==> src/rtl/fetch_queue_if.sv <==
// Handshake bundle between fetch, the fetch queue and decode.
// Both sides use strict valid/ready semantics: a transfer happens on a rising edge where
// valid && ready are both high; valid must not depend on ready, and payload is only meaningful while valid.
`ifndef GSHARE_GHSR_WIDTH
`define GSHARE_GHSR_WIDTH 8
`endif

interface fetch_queue_if #(
  parameter int DEPTH  = 4,
  parameter int GHSR_W = `GSHARE_GHSR_WIDTH
);
  logic                       flush;
  logic                       enq_valid;
  logic                       enq_ready;
  logic [31:0]                enq_pc;
  logic [31:0]                enq_instr;
  logic                       enq_pred_taken;
  logic                       enq_btb_hit;
  logic [31:0]                enq_btb_target;
  logic [GHSR_W-1:0]          enq_ghsr;
  logic                       deq_valid;
  logic                       deq_ready;
  logic [31:0]                deq_pc;
  logic [31:0]                deq_instr;
  logic                       deq_pred_taken;
  logic                       deq_btb_hit;
  logic [31:0]                deq_btb_target;
  logic [GHSR_W-1:0]          deq_ghsr;
  logic [$clog2(DEPTH+1)-1:0] count;

  modport master (
    output flush, enq_valid, enq_pc, enq_instr, enq_pred_taken, enq_btb_hit,
           enq_btb_target, enq_ghsr, deq_ready,
    input  enq_ready, deq_valid, deq_pc, deq_instr, deq_pred_taken, deq_btb_hit,
           deq_btb_target, deq_ghsr, count
  );

  modport slave (
    input  flush, enq_valid, enq_pc, enq_instr, enq_pred_taken, enq_btb_hit,
           enq_btb_target, enq_ghsr, deq_ready,
    output enq_ready, deq_valid, deq_pc, deq_instr, deq_pred_taken, deq_btb_hit,
           deq_btb_target, deq_ghsr, count
  );
endinterface

==> src/rtl/fetch_queue.sv <==
// In-order fetch queue between IF and ID; holds instruction, PC and branch-prediction
// context. Readiness comes from registered occupancy only, so there is no deq->enq path.
`ifndef GSHARE_GHSR_WIDTH
`define GSHARE_GHSR_WIDTH 8
`endif

module fetch_queue #(
  parameter int DEPTH  = 4,
  parameter int GHSR_W = `GSHARE_GHSR_WIDTH
) (
  input  logic          clk,
  input  logic          reset_n,
  fetch_queue_if.slave  q
);
  localparam int PW = (DEPTH > 1) ? $clog2(DEPTH) : 1;
  localparam int CW = $clog2(DEPTH + 1);

  typedef struct packed {
    logic [31:0]       pc;
    logic [31:0]       instr;
    logic              pred_taken;
    logic              btb_hit;
    logic [31:0]       btb_target;
    logic [GHSR_W-1:0] ghsr;
  } entry_t;

  entry_t          mem [DEPTH];
  entry_t          head;
  logic [PW-1:0]   wr_ptr;
  logic [PW-1:0]   rd_ptr;
  logic [CW-1:0]   count_r;
  logic            do_enq;
  logic            do_deq;

  assign q.enq_ready = (count_r < CW'(DEPTH));
  assign q.deq_valid = (count_r != '0);
  assign q.count     = count_r;

  assign do_enq = q.enq_valid && q.enq_ready && !q.flush;
  assign do_deq = q.deq_valid && q.deq_ready && !q.flush;

  // Pointers wrap naturally because DEPTH is a power of two.
  always_ff @(posedge clk) begin
    if (!reset_n) begin
      wr_ptr  <= '0;
      rd_ptr  <= '0;
      count_r <= '0;
    end else if (q.flush) begin
      wr_ptr  <= '0;
      rd_ptr  <= '0;
      count_r <= '0;
    end else begin
      if (do_enq) wr_ptr <= wr_ptr + PW'(1);
      if (do_deq) rd_ptr <= rd_ptr + PW'(1);
      case ({do_enq, do_deq})
        2'b10:   count_r <= count_r + CW'(1);
        2'b01:   count_r <= count_r - CW'(1);
        default: count_r <= count_r;
      endcase
    end
  end

  // Storage is deliberately not reset: only the pointers decide what is live.
  always_ff @(posedge clk) begin
    if (do_enq) begin
      mem[wr_ptr] <= '{pc:         q.enq_pc,
                       instr:      q.enq_instr,
                       pred_taken: q.enq_pred_taken,
                       btb_hit:    q.enq_btb_hit,
                       btb_target: q.enq_btb_target,
                       ghsr:       q.enq_ghsr};
    end
  end

  assign head = q.deq_valid ? mem[rd_ptr] : '0;

  assign q.deq_pc         = head.pc;
  assign q.deq_instr      = head.instr;
  assign q.deq_pred_taken = head.pred_taken;
  assign q.deq_btb_hit    = head.btb_hit;
  assign q.deq_btb_target = head.btb_target;
  assign q.deq_ghsr       = head.ghsr;
endmodule

==> src/flat_wrapper.sv <==
// flat-port wrapper written by rule: the top's interface ports become plain ports
module fetch_queue_flat 
#(
  parameter int DEPTH  = 4,
  parameter int GHSR_W = `GSHARE_GHSR_WIDTH
)
  (clk, reset_n, q_flush, q_enq_valid, q_enq_pc, q_enq_instr, q_enq_pred_taken, q_enq_btb_hit, q_enq_btb_target, q_enq_ghsr, q_deq_ready, q_enq_ready, q_deq_valid, q_deq_pc, q_deq_instr, q_deq_pred_taken, q_deq_btb_hit, q_deq_btb_target, q_deq_ghsr, q_count);
  fetch_queue_if #(.DEPTH(DEPTH), .GHSR_W(GHSR_W)) q_i ();
  input  logic clk;
  input  logic reset_n;
  input wire logic [$bits(q_i.flush)-1:0] q_flush;
  input wire logic [$bits(q_i.enq_valid)-1:0] q_enq_valid;
  input wire logic [$bits(q_i.enq_pc)-1:0] q_enq_pc;
  input wire logic [$bits(q_i.enq_instr)-1:0] q_enq_instr;
  input wire logic [$bits(q_i.enq_pred_taken)-1:0] q_enq_pred_taken;
  input wire logic [$bits(q_i.enq_btb_hit)-1:0] q_enq_btb_hit;
  input wire logic [$bits(q_i.enq_btb_target)-1:0] q_enq_btb_target;
  input wire logic [$bits(q_i.enq_ghsr)-1:0] q_enq_ghsr;
  input wire logic [$bits(q_i.deq_ready)-1:0] q_deq_ready;
  output wire logic [$bits(q_i.enq_ready)-1:0] q_enq_ready;
  output wire logic [$bits(q_i.deq_valid)-1:0] q_deq_valid;
  output wire logic [$bits(q_i.deq_pc)-1:0] q_deq_pc;
  output wire logic [$bits(q_i.deq_instr)-1:0] q_deq_instr;
  output wire logic [$bits(q_i.deq_pred_taken)-1:0] q_deq_pred_taken;
  output wire logic [$bits(q_i.deq_btb_hit)-1:0] q_deq_btb_hit;
  output wire logic [$bits(q_i.deq_btb_target)-1:0] q_deq_btb_target;
  output wire logic [$bits(q_i.deq_ghsr)-1:0] q_deq_ghsr;
  output wire logic [$bits(q_i.count)-1:0] q_count;
  assign q_i.flush = q_flush;
  assign q_i.enq_valid = q_enq_valid;
  assign q_i.enq_pc = q_enq_pc;
  assign q_i.enq_instr = q_enq_instr;
  assign q_i.enq_pred_taken = q_enq_pred_taken;
  assign q_i.enq_btb_hit = q_enq_btb_hit;
  assign q_i.enq_btb_target = q_enq_btb_target;
  assign q_i.enq_ghsr = q_enq_ghsr;
  assign q_i.deq_ready = q_deq_ready;
  assign q_enq_ready = q_i.enq_ready;
  assign q_deq_valid = q_i.deq_valid;
  assign q_deq_pc = q_i.deq_pc;
  assign q_deq_instr = q_i.deq_instr;
  assign q_deq_pred_taken = q_i.deq_pred_taken;
  assign q_deq_btb_hit = q_i.deq_btb_hit;
  assign q_deq_btb_target = q_i.deq_btb_target;
  assign q_deq_ghsr = q_i.deq_ghsr;
  assign q_count = q_i.count;
  fetch_queue #(.DEPTH(DEPTH), .GHSR_W(GHSR_W)) u_core (.clk(clk), .reset_n(reset_n), .q(q_i));
endmodule
==> config.mk <==
export PLATFORM = sky130hd
export DESIGN_NAME = fetch_queue_flat
export DESIGN_NICKNAME = d
export VERILOG_FILES = /design/src/rtl/fetch_queue_if.sv /design/src/rtl/fetch_queue.sv /design/src/flat_wrapper.sv
export SDC_FILE = /design/constraint.sdc
export NUM_CORES = 1
export LEC_CHECK = 0
export ABC_AREA = 1
export CAP_MARGIN = 20
export CORE_MARGIN = 1
export CORE_UTILIZATION = 35
export DETAILED_ROUTE_END_ITERATION = 7
export PLACE_DENSITY_LB_ADDON = 0.15
export SLEW_MARGIN = 20
export SYNTH_ARGS = -nofsm -noshare
export SYNTH_HDL_FRONTEND = slang
export SYNTH_SLANG_ARGS = --single-unit
==> constraint.sdc <==
create_clock -name clk -period 17.61 [get_ports clk]
set_input_delay 3.522 -clock clk [delete_from_list [all_inputs] [get_ports clk]]
set_output_delay 3.522 -clock clk [all_outputs]
set_load 0.05 [all_outputs]
==> results of run 1 <==
[state kept, by name, indices dropped and copies added, names as in the netlist, named ones only]
register / flops
u_core.rd_ptr: 2
u_core.q.count: 3
u_core.mem: 424
u_core.wr_ptr: 2
[cell type report]
type                       count  area share
sequential                   433       0.616
multi-input combinational    785       0.165
timing repair buffer         234       0.110
clock buffer                  61      0.0606
tap                          615      0.0367
clock inverter                27     0.00763
inverter                      21     0.00435
antenna                        1    0.000119
[stage by stage]
| stage | total power [W] | worst slack (ns) |
|---|---|---|
| after floorplan | 0.00126 | 8.76 |
| after global placement | 0.00133 | 10.06 |
| after detailed placement | 0.00133 | 10.07 |
| after CTS | 0.00225 | 9.45 |
| after global routing | 0.00230 | 9.11 |
| final | 0.00222 | 9.50 |
[layer usage]
layer	global-route usage	vias to the layer above	wire length, microns
met3	0.0392	72	2270
met1	0.226	5125	19100
met4	0.0477	12	822
met5	0	-	77
li1	-	5083	-
met2	0.265	243	19000
[logic make-up (layout without fill, tap and decap cells)]
logic type / after synthesis / after routing
other: 0 / 1
DFF: 433 / 433
AOI/OAI and AO/OA: 326 / 326
buffers and inverters: 102 / 343
adders and majority gates: 6 / 6
and+or+nand+nor: 453 / 453
[power breakdown]
group | switching (W) | total (W) | internal [W]
registers | 0.00000418 | 0.00115 | 0.00115
clock network | 0.000394 | 0.000919 | 0.000524
logic | 0.0000994 | 0.000152 | 0.0000523
[worst max-delay path, cell delays in order (launching register included)]
cell             delay (ns)
dfxtp_4                0.81
buf_4                  0.78
buf_4                  0.80
nor2_1                 0.11
nor2_1                 0.12
o21ai_0                0.11
a21oi_1                0.26
clkdlybuf4s50_1        0.85
[cell usage after synthesis]
| library cell | instances | share of area |
|---|---|---|
| o21ai_1 | 15 | 0.0044 |
| ha_1 | 5 | 0.0037 |
| edfxtp_1 | 424 | 0.75 |
| o21ai_0 | 200 | 0.059 |
| clkbuf_2 | 18 | 0.0053 |
| buf_6 | 17 | 0.011 |
| dfxtp_1 | 9 | 0.011 |
| fa_1 | 1 | 0.0012 |
| inv_2 | 3 | 0.00067 |
| buf_2 | 12 | 0.0035 |
| buf_4 | 13 | 0.0058 |
| nand3_1 | 4 | 0.0012 |
| a21oi_1 | 111 | 0.033 |
| nand2_2 | 1 | 0.00037 |
| clkbuf_1 | 17 | 0.0038 |
| inv_1 | 18 | 0.0040 |
| nand2_1 | 13 | 0.0029 |
| buf_1 | 4 | 0.00089 |
| nor2_1 | 435 | 0.096 |
[how the worst max path moves through the flow]
stage / endpoint / slack [ns] / cells past startpoint
after CTS: q_deq_btb_target[14] / 9.45 / 7
after floorplan: u_core.mem[0][0] / 8.76 / 3
after global routing: q_deq_pc[27] / 9.11 / 7
final: q_deq_pc[20] / 9.50 / 7
after global placement: q_deq_btb_target[17] / 10.06 / 7
after detailed placement: q_deq_btb_target[14] / 10.07 / 7
==> metrics.txt, run 1 <==
Root Driver=clkbuf_16; drt total wl=41.3 mm; synth-to-layout area growth=23.9%; initial antenna violation count=7; CTS H-tree depth=2; Synth Area in Compound Gates=0.0964; Yosys warnings=0; Starting Density=0.355; RePlAce Congestion=0.716; Worst Hold Slack=0.502 ns; total grt overflow=0; wire per inst=19.0 microns; commonest cells after routing, fill and taps aside=431 x nor2_1, 424 x edfxtp_1, 221 x clkdlybuf4s50_1, 200 x o21ai_0, 111 x a21oi_1; first-pass GRT wire length=62.5 mm; vias in the first global route=10531; final worst path period share=0.461; Post-Route Skew=0.0152 ns; hold_buf cts=0; max cap viols=0; setup bufs post-CTS=0; simple-gate share of the synthesized area=0.101; Net Count, Synth=1437; Mean Syn Cell Area=12.8 sq um; Seq cells post-synth=433; largest fanout on the critical path=83; CTS resizes=0; Fin Setup TNS=0 ns; Area after DPL=19500 sq um; Max clock buf depth=3; Fin. Hold Viols=0; sequential area share after synthesis=0.763; FF+latch area=12900 sq um; vias per cell=4.84; vias=10535; worst hold path class=flop to flop; antenna-violating nets left=0; Fillers=4367; standard-cell row count=80; most common cell after layout, fill and taps aside=nor2_1; worst reg2reg endpoint=u_core.mem[3][67]; cts bufs inserted=48; largest net degree at the start of global routing=116; main combinational cell family by area after synthesis=simple AND/OR/NAND/NOR gates; pwr dens=106 nW/um^2; R2R cell count=5; LEAKAGE=6.96 nW; I/O pin count=222; die width=222 microns; nets@finish=1640; Port Buffer Count=221; reg-to-reg setup timing slack=14.20 ns; Slew HR=0.280; Cell variety after synth=19; worst hold path cell count=2; Clk Latency, worst-skew pair=0.58 ns; Critical R2R Launch=u_core.q.count[2]; CTS tree=done; layout cells sized above 1=0.0564; Hold Crit Start=u_core.rd_ptr[1]; xor and xnor fraction of the mapped netlist area=0; Cells after Synth=1320; status=complete, no violations; final setup fails=0; post-route cell area=21000 sq um; first-pass iteration count of the detailed router=4; Cell Area, Synth=16900 sq um; CTS clk-pin slew, worst paths=0.06 ns; dpl hpwl=21.4 mm; post-synthesis adder-cell area fraction=0.00488; Slew Viols, Final=0; Core ar.=47700 sq um; Crit path required time=14.09 ns; die height=222 microns; Setup CP Type=flop to output port; fin util=0.439; GRT Util Overall=0.166; placed instance count=2088; Slew @ Worst Pin=1.08 ns; Peak VDD IR=65.9 uV; Max Freq=0.123 GHz; Post-Layout Cell Count=2177; post-synthesis mux area share=0; area of the multi-input gates=3450 sq um; Die ar.=49300 sq um; RSZ-0062 raised after global routing=false; CP endpoint kind=output port; arrival time at the worst endpoint=4.59 ns; number of remaining DRC errors=0; Sink Count=433; Period minus WS final=8.11 ns; startpoint types=flop; first-iteration detailed-routing DRC count=535
(Power assumes the default switching activity.)
==> run 2: changes to the inputs <==
Clock period 17.61 ns to 6.9 ns, I/O delays scaled along.
==> run 2 against run 1 <==
Net effect: global-route usage decreased by 0.13 points; flip-flop and latch count unchanged; total power increased to 2.5 times the previous value; register-to-register slack got worse by 10 ns; setup slack got worse by 7.7 ns; highest routed layer unchanged.
==> metrics.txt, run 2 (synthesis gave the netlist of run 1 again) <==
total grt overflow=0 (unchanged); largest stage delay on the critical path=0.84 ns (about the same); Slew @ Worst Pin=1.04 ns (-0.0441 ns); first-pass iteration count of the detailed router=5 (+1); Fin. Hold Viols=0 (unchanged); placed instance count=2091 (+0.14%); LEAKAGE=6.95 nW (about the same); worst reg2reg endpoint=u_core.mem[2][46]; standard-cell row count=80 (unchanged); Starting Density=0.355 (unchanged); vias in the first global route=10324 (-2.0%); Post-Route Skew=0.00955 ns (-0.00568 ns); worst hold path class=flop to flop; Core ar.=47700 sq um (unchanged); hold_buf cts=0 (unchanged); synth-to-layout area growth=24.1%; Fillers=4366 (-0.023%); wire per inst=18.7 microns (-1.3%); most common cell after layout, fill and taps aside=nor2_1; initial antenna violation count=1 (-6); RSZ-0062 raised after global routing=false; vias=10471 (-0.61%); CTS resizes=0 (unchanged); largest fanout on the critical path=136 (+64%); Worst Path Buf+Inv=3 (unchanged); worst hold path cell count=2 (unchanged); pwr dens=269 nW/um^2 (+150%); startpoint types=flop; layout cells sized above 1=0.0527 (-0.00367); antenna-violating nets left=0 (unchanged); Most flops, register=u_core.mem; CTS clk-pin slew, worst paths=0.06 ns (about the same); dpl hpwl=21.5 mm (+0.28%); I/O pin count=222 (unchanged); largest net degree at the start of global routing=137 (+18%); Slew Viols, Final=0 (unchanged); CTS H-tree depth=2 (unchanged); crit path cell chain=inv_6, buf_4, o21ai_0, a21oi_1, clkdlybuf4s50_1; vias per cell=4.82 (-0.33%); max FFs per register=424 (unchanged); Critical R2R Launch=u_core.q.count[2]; Die ar.=49300 sq um (unchanged); commonest cells after routing, fill and taps aside=431 x nor2_1, 424 x edfxtp_1, 221 x clkdlybuf4s50_1, 200 x o21ai_0, 111 x a21oi_1; GRT Util Overall=0.165 (-0.00129); Fin Setup TNS=0 ns (unchanged); Crit path required time=5.52 ns (-8.57 ns); number of remaining DRC errors=0 (unchanged); Max clock buf depth=3 (unchanged); final worst path period share=0.735; final setup fails=0 (unchanged); die height=222 microns (unchanged); Period minus WS final=5.07 ns; Peak VDD IR=150 uV (+130%); die width=222 microns (unchanged); R2R cell count=4 (-1); drt total wl=40.6 mm (-1.6%); crit path max-delay cell type=clkdlybuf4s50_1; reg-to-reg setup timing slack=4.08 ns (-10.12 ns); Clk Latency, worst-skew pair=0.56 ns (-0.02 ns); Sink Count=433 (unchanged); arrival time at the worst endpoint=3.69 ns (-0.90 ns); nets@finish=1642 (+0.12%); Post-Layout Cell Count=2171 (-0.28%); Hold Crit Start=u_core.rd_ptr[1]; first-pass GRT wire length=62.0 mm (-0.77%); Root Driver=clkbuf_16; CP top delay family=buffers and inverters; max cap viols=0 (unchanged); Max Freq=0.197 GHz; status=complete, no violations; cts bufs inserted=47 (-2.1%); Setup CP Type=flop to output port; first-iteration detailed-routing DRC count=597 (+12%); setup bufs post-CTS=0 (unchanged); CTS tree=done; CP endpoint kind=output port; Slew HR=0.310 (+0.0294); RePlAce Congestion=0.698 (-2.5%); Worst Hold Slack=0.497 ns (-0.00515 ns); Port Buffer Count=221 (unchanged); Diodes inserted=0 (-1)
## run 2: cell type report
type / count / area (sq um) / area share
flip-flops and latches: 433 / 12900 / 0.615
multi-input cells: 785 / 3450 / 0.164
repair buffers: 237 / 2370 / 0.113
clock buffers: 69 / 1330 / 0.0634
well taps: 615 / 769 / 0.0366
inverters: 21 / 91.3 / 0.00435
clock inverters: 11 / 71.3 / 0.00340
## run 2: worst max-delay path by stage
stage               startpoint              endpoint  slack, ns  depth (start not counted)
floorplan              q_flush      u_core.mem[0][0]       0.20                          3
global placement          flop  q_deq_btb_target[17]       2.30                          6
detailed placement        flop  q_deq_btb_target[17]       2.34                          6
CTS                       flop  q_deq_btb_target[17]       1.69                          6
global route              flop  q_deq_btb_target[17]       1.53                          6
finish                    flop           q_deq_pc[8]       1.83                          5
## run 2: metal layers
| layer | GRT usage | wire length, microns |
|---|---|---|
| met5 | 0 | 17 |
| met4 | 0.0473 | 607 |
| met3 | 0.0318 | 2240 |
| met2 | 0.262 | 18700 |
| met1 | 0.230 | 19000 |
## run 2: worst reg2reg max path: stages (launching register included)
cell and delay, ns:
dfxtp_1 0.32, inv_1 0.11, nand3_1 0.49, nor2_4 0.89, buf_4 0.61
## run 2: power by group
group | switching [W] | internal [W]
Clock | 0.000957 | 0.00136
Sequential | 0.0000102 | 0.00293
Combinational | 0.000255 | 0.000135
## run 2: metrics by stage
stage          area (sq um)  total power [W]  utilization  setup WS [ns]
2_1_floorplan         16900          0.00321            -          0.196
3_3_place_gp          19600          0.00339        0.411           2.30
3_5_place_dp          19600          0.00339        0.411           2.34
4_1_cts               21000          0.00572        0.440           1.69
5_1_grt               21000          0.00584        0.440           1.53
6_report              21000          0.00565        0.440           1.83
==> run 3: changes to the inputs <==
Clock period 6.9 ns to 4.94 ns, I/O delays scaled along.
==> run 3 against run 2 <==
Net effect: utilization increased by 0.34 points; clock power increased by 50%; first-iteration DRC count increased by 18%; critical path type unchanged; largest cell class unchanged.
==> metrics.txt, run 3 (synthesis gave the netlist of run 1 again) <==
final worst path period share=0.883; max FFs per register=424 (unchanged); layout cells sized above 1=0.0545 (+0.00182); arrival time at the worst endpoint=3.37 ns (-0.32 ns); final setup fails=0 (unchanged); vias=10453 (-0.17%); total grt overflow=0 (unchanged); Post-Route Skew=0.00863 ns (-0.000926 ns); post-route cell area=21200 sq um (+0.78%); nets@finish=1641 (-0.061%); CTS tree=done; Starting Density=0.355 (unchanged); worst hold path class=flop to flop; first-pass iteration count of the detailed router=4 (-1); Period minus WS final=4.36 ns; GRT met2 Usage=0.263 (+0.00193); setup bufs post-CTS=0 (unchanged); Crit path required time=3.95 ns (-1.57 ns); Slew HR=0.179 (-0.131); largest fanout on the critical path=212 (+56%); Setup CP Type=flop to output port; largest net degree at the start of global routing=213 (+55%); CP Capture Point=q_deq_pc[5]; Slew Viols, Final=0 (unchanged); reg-to-reg setup timing slack=2.57 ns (-1.51 ns); first-pass GRT wire length=61.4 mm (-0.97%); die height=222 microns (unchanged); area of the multi-input gates=3450 sq um (unchanged); Sink Count=433 (unchanged); Fillers=4337 (-0.66%); Slew @ Worst Pin=1.23 ns (+0.196 ns); Fin Setup TNS=0 ns (unchanged); RePlAce Congestion=0.725 (+3.9%); drt total wl=40.6 mm (about the same); Die ar.=49300 sq um (unchanged); synth-to-layout area growth=25.0%; CP endpoint kind=output port; most common cell after layout, fill and taps aside=nor2_1; vias in the first global route=10346 (+0.21%); gr busiest metal=met2; Fin. Hold Viols=0 (unchanged); CTS resizes=0 (unchanged); I/O pin count=222 (unchanged); CTS H-tree depth=2 (unchanged); hold_buf cts=0 (unchanged); vias per cell=4.81 (-0.36%); Max Freq=0.229 GHz; Max clock buf depth=3 (unchanged); worst reg2reg endpoint=u_core.mem[3][65]; commonest cells after routing, fill and taps aside=431 x nor2_1, 424 x edfxtp_1, 221 x clkdlybuf4s50_1, 200 x o21ai_0, 111 x a21oi_1; die width=222 microns (unchanged); status=complete, no violations; initial antenna violation count=1 (unchanged); antenna-violating nets left=0 (unchanged); dpl hpwl=20.2 mm (-6.1%); routing usage on met1=0.225 (-0.00538); GRT Util Overall=0.164 (-0.000388); CTS clk-pin slew, worst paths=0.06 ns (about the same); max cap viols=0 (unchanged); Critical R2R Launch=u_core.q.count[2]; pwr dens=384 nW/um^2 (+43%); met3 usage=0.0416 (+0.00981); first-iteration detailed-routing DRC count=705 (+18%); Most flops, register=u_core.mem; Root Driver=clkbuf_16; FF+latch area=12900 sq um (unchanged); Peak VDD IR=210 uV (+40%); number of remaining DRC errors=0 (unchanged); cts bufs inserted=47 (unchanged); Area after DPL=19600 sq um (+0.22%); Core ar.=47700 sq um (unchanged); LEAKAGE=7.02 nW (+0.99%); Clk Latency, worst-skew pair=0.56 ns (about the same); R2R cell count=4 (unchanged); startpoint types=flop; wire per inst=18.7 microns (-0.21%); RSZ-0062 raised after global routing=false; standard-cell row count=80 (unchanged); Port Buffer Count=221 (unchanged)
run 3: cell count changes in the layout (fill, tap and decap cells not counted), sizes merged:
cell and delta:
buf -1, bufinv +5, clkbuf -4, clkinv +3
diode +1
run 3: worst min path at each step:
stage | start | end | slack [ns] | depth (start not counted)
after floorplan | u_core.rd_ptr[1] | flop | 0.46 | 2
after global placement | u_core.rd_ptr[1] | flop | 0.48 | 2
after detailed placement | u_core.q.count[0] | u_core.q.count[0] | 0.48 | 2
after CTS | u_core.rd_ptr[1] | flop | 0.49 | 2
after global routing | u_core.rd_ptr[1] | flop | 0.53 | 2
final | u_core.q.count[0] | u_core.q.count[0] | 0.49 | 2
run 3: worst max-delay path, stage by stage, from the launching register on:
cell and delay, ns:
dfxtp_4 0.38, buf_12 0.61, nor2_1 0.11, nor2_1 0.12, o21ai_0 0.10, a21oi_1 0.27
clkdlybuf4s50_1 0.86
run 3: stage by stage:
step / utilization / total power (W) / worst slack, ns / hold WS (ns) / cells
after floorplan: - / 0.00448 / -1.37 / 0.463 / 1320
after global placement: 0.411 / 0.00474 / 1.26 / 0.482 / 2090
after detailed placement: 0.411 / 0.00474 / 1.26 / 0.480 / 2090
after CTS: 0.443 / 0.00823 / 0.622 / 0.490 / 2174
after global routing: 0.443 / 0.00840 / 0.429 / 0.529 / 2174
final: 0.443 / 0.00813 / 0.579 / 0.490 / 2175
run 3: area by class of cell:
class | instances | area share
antenna | 1 | 0.000118
clock buffer | 65 | 0.0608
clock inverter | 19 | 0.0111
inverter | 21 | 0.00431
multi-input combinational | 785 | 0.163
sequential | 433 | 0.610
tap | 615 | 0.0363
timing repair buffer | 236 | 0.114
run 3: report_power, final:
part / total [W] / leakage [nW] / internal, W / switching [W]
Combinational: 0.000547 / 2.36 / 0.000191 / 0.000356
Clock: 0.00347 / 0.740 / 0.00212 / 0.00135
Sequential: 0.00411 / 3.93 / 0.00410 / 0.0000128
run 3: per-layer routing:
metal  vias to the layer above  routed length (microns)  share of wire
met1                      5055                    18400           0.45
li1                       5088                        -              -
met5                         -                       11        0.00027
met4                         2                      645          0.016
met2                       257                    19100           0.47
met3                        51                     2440          0.060
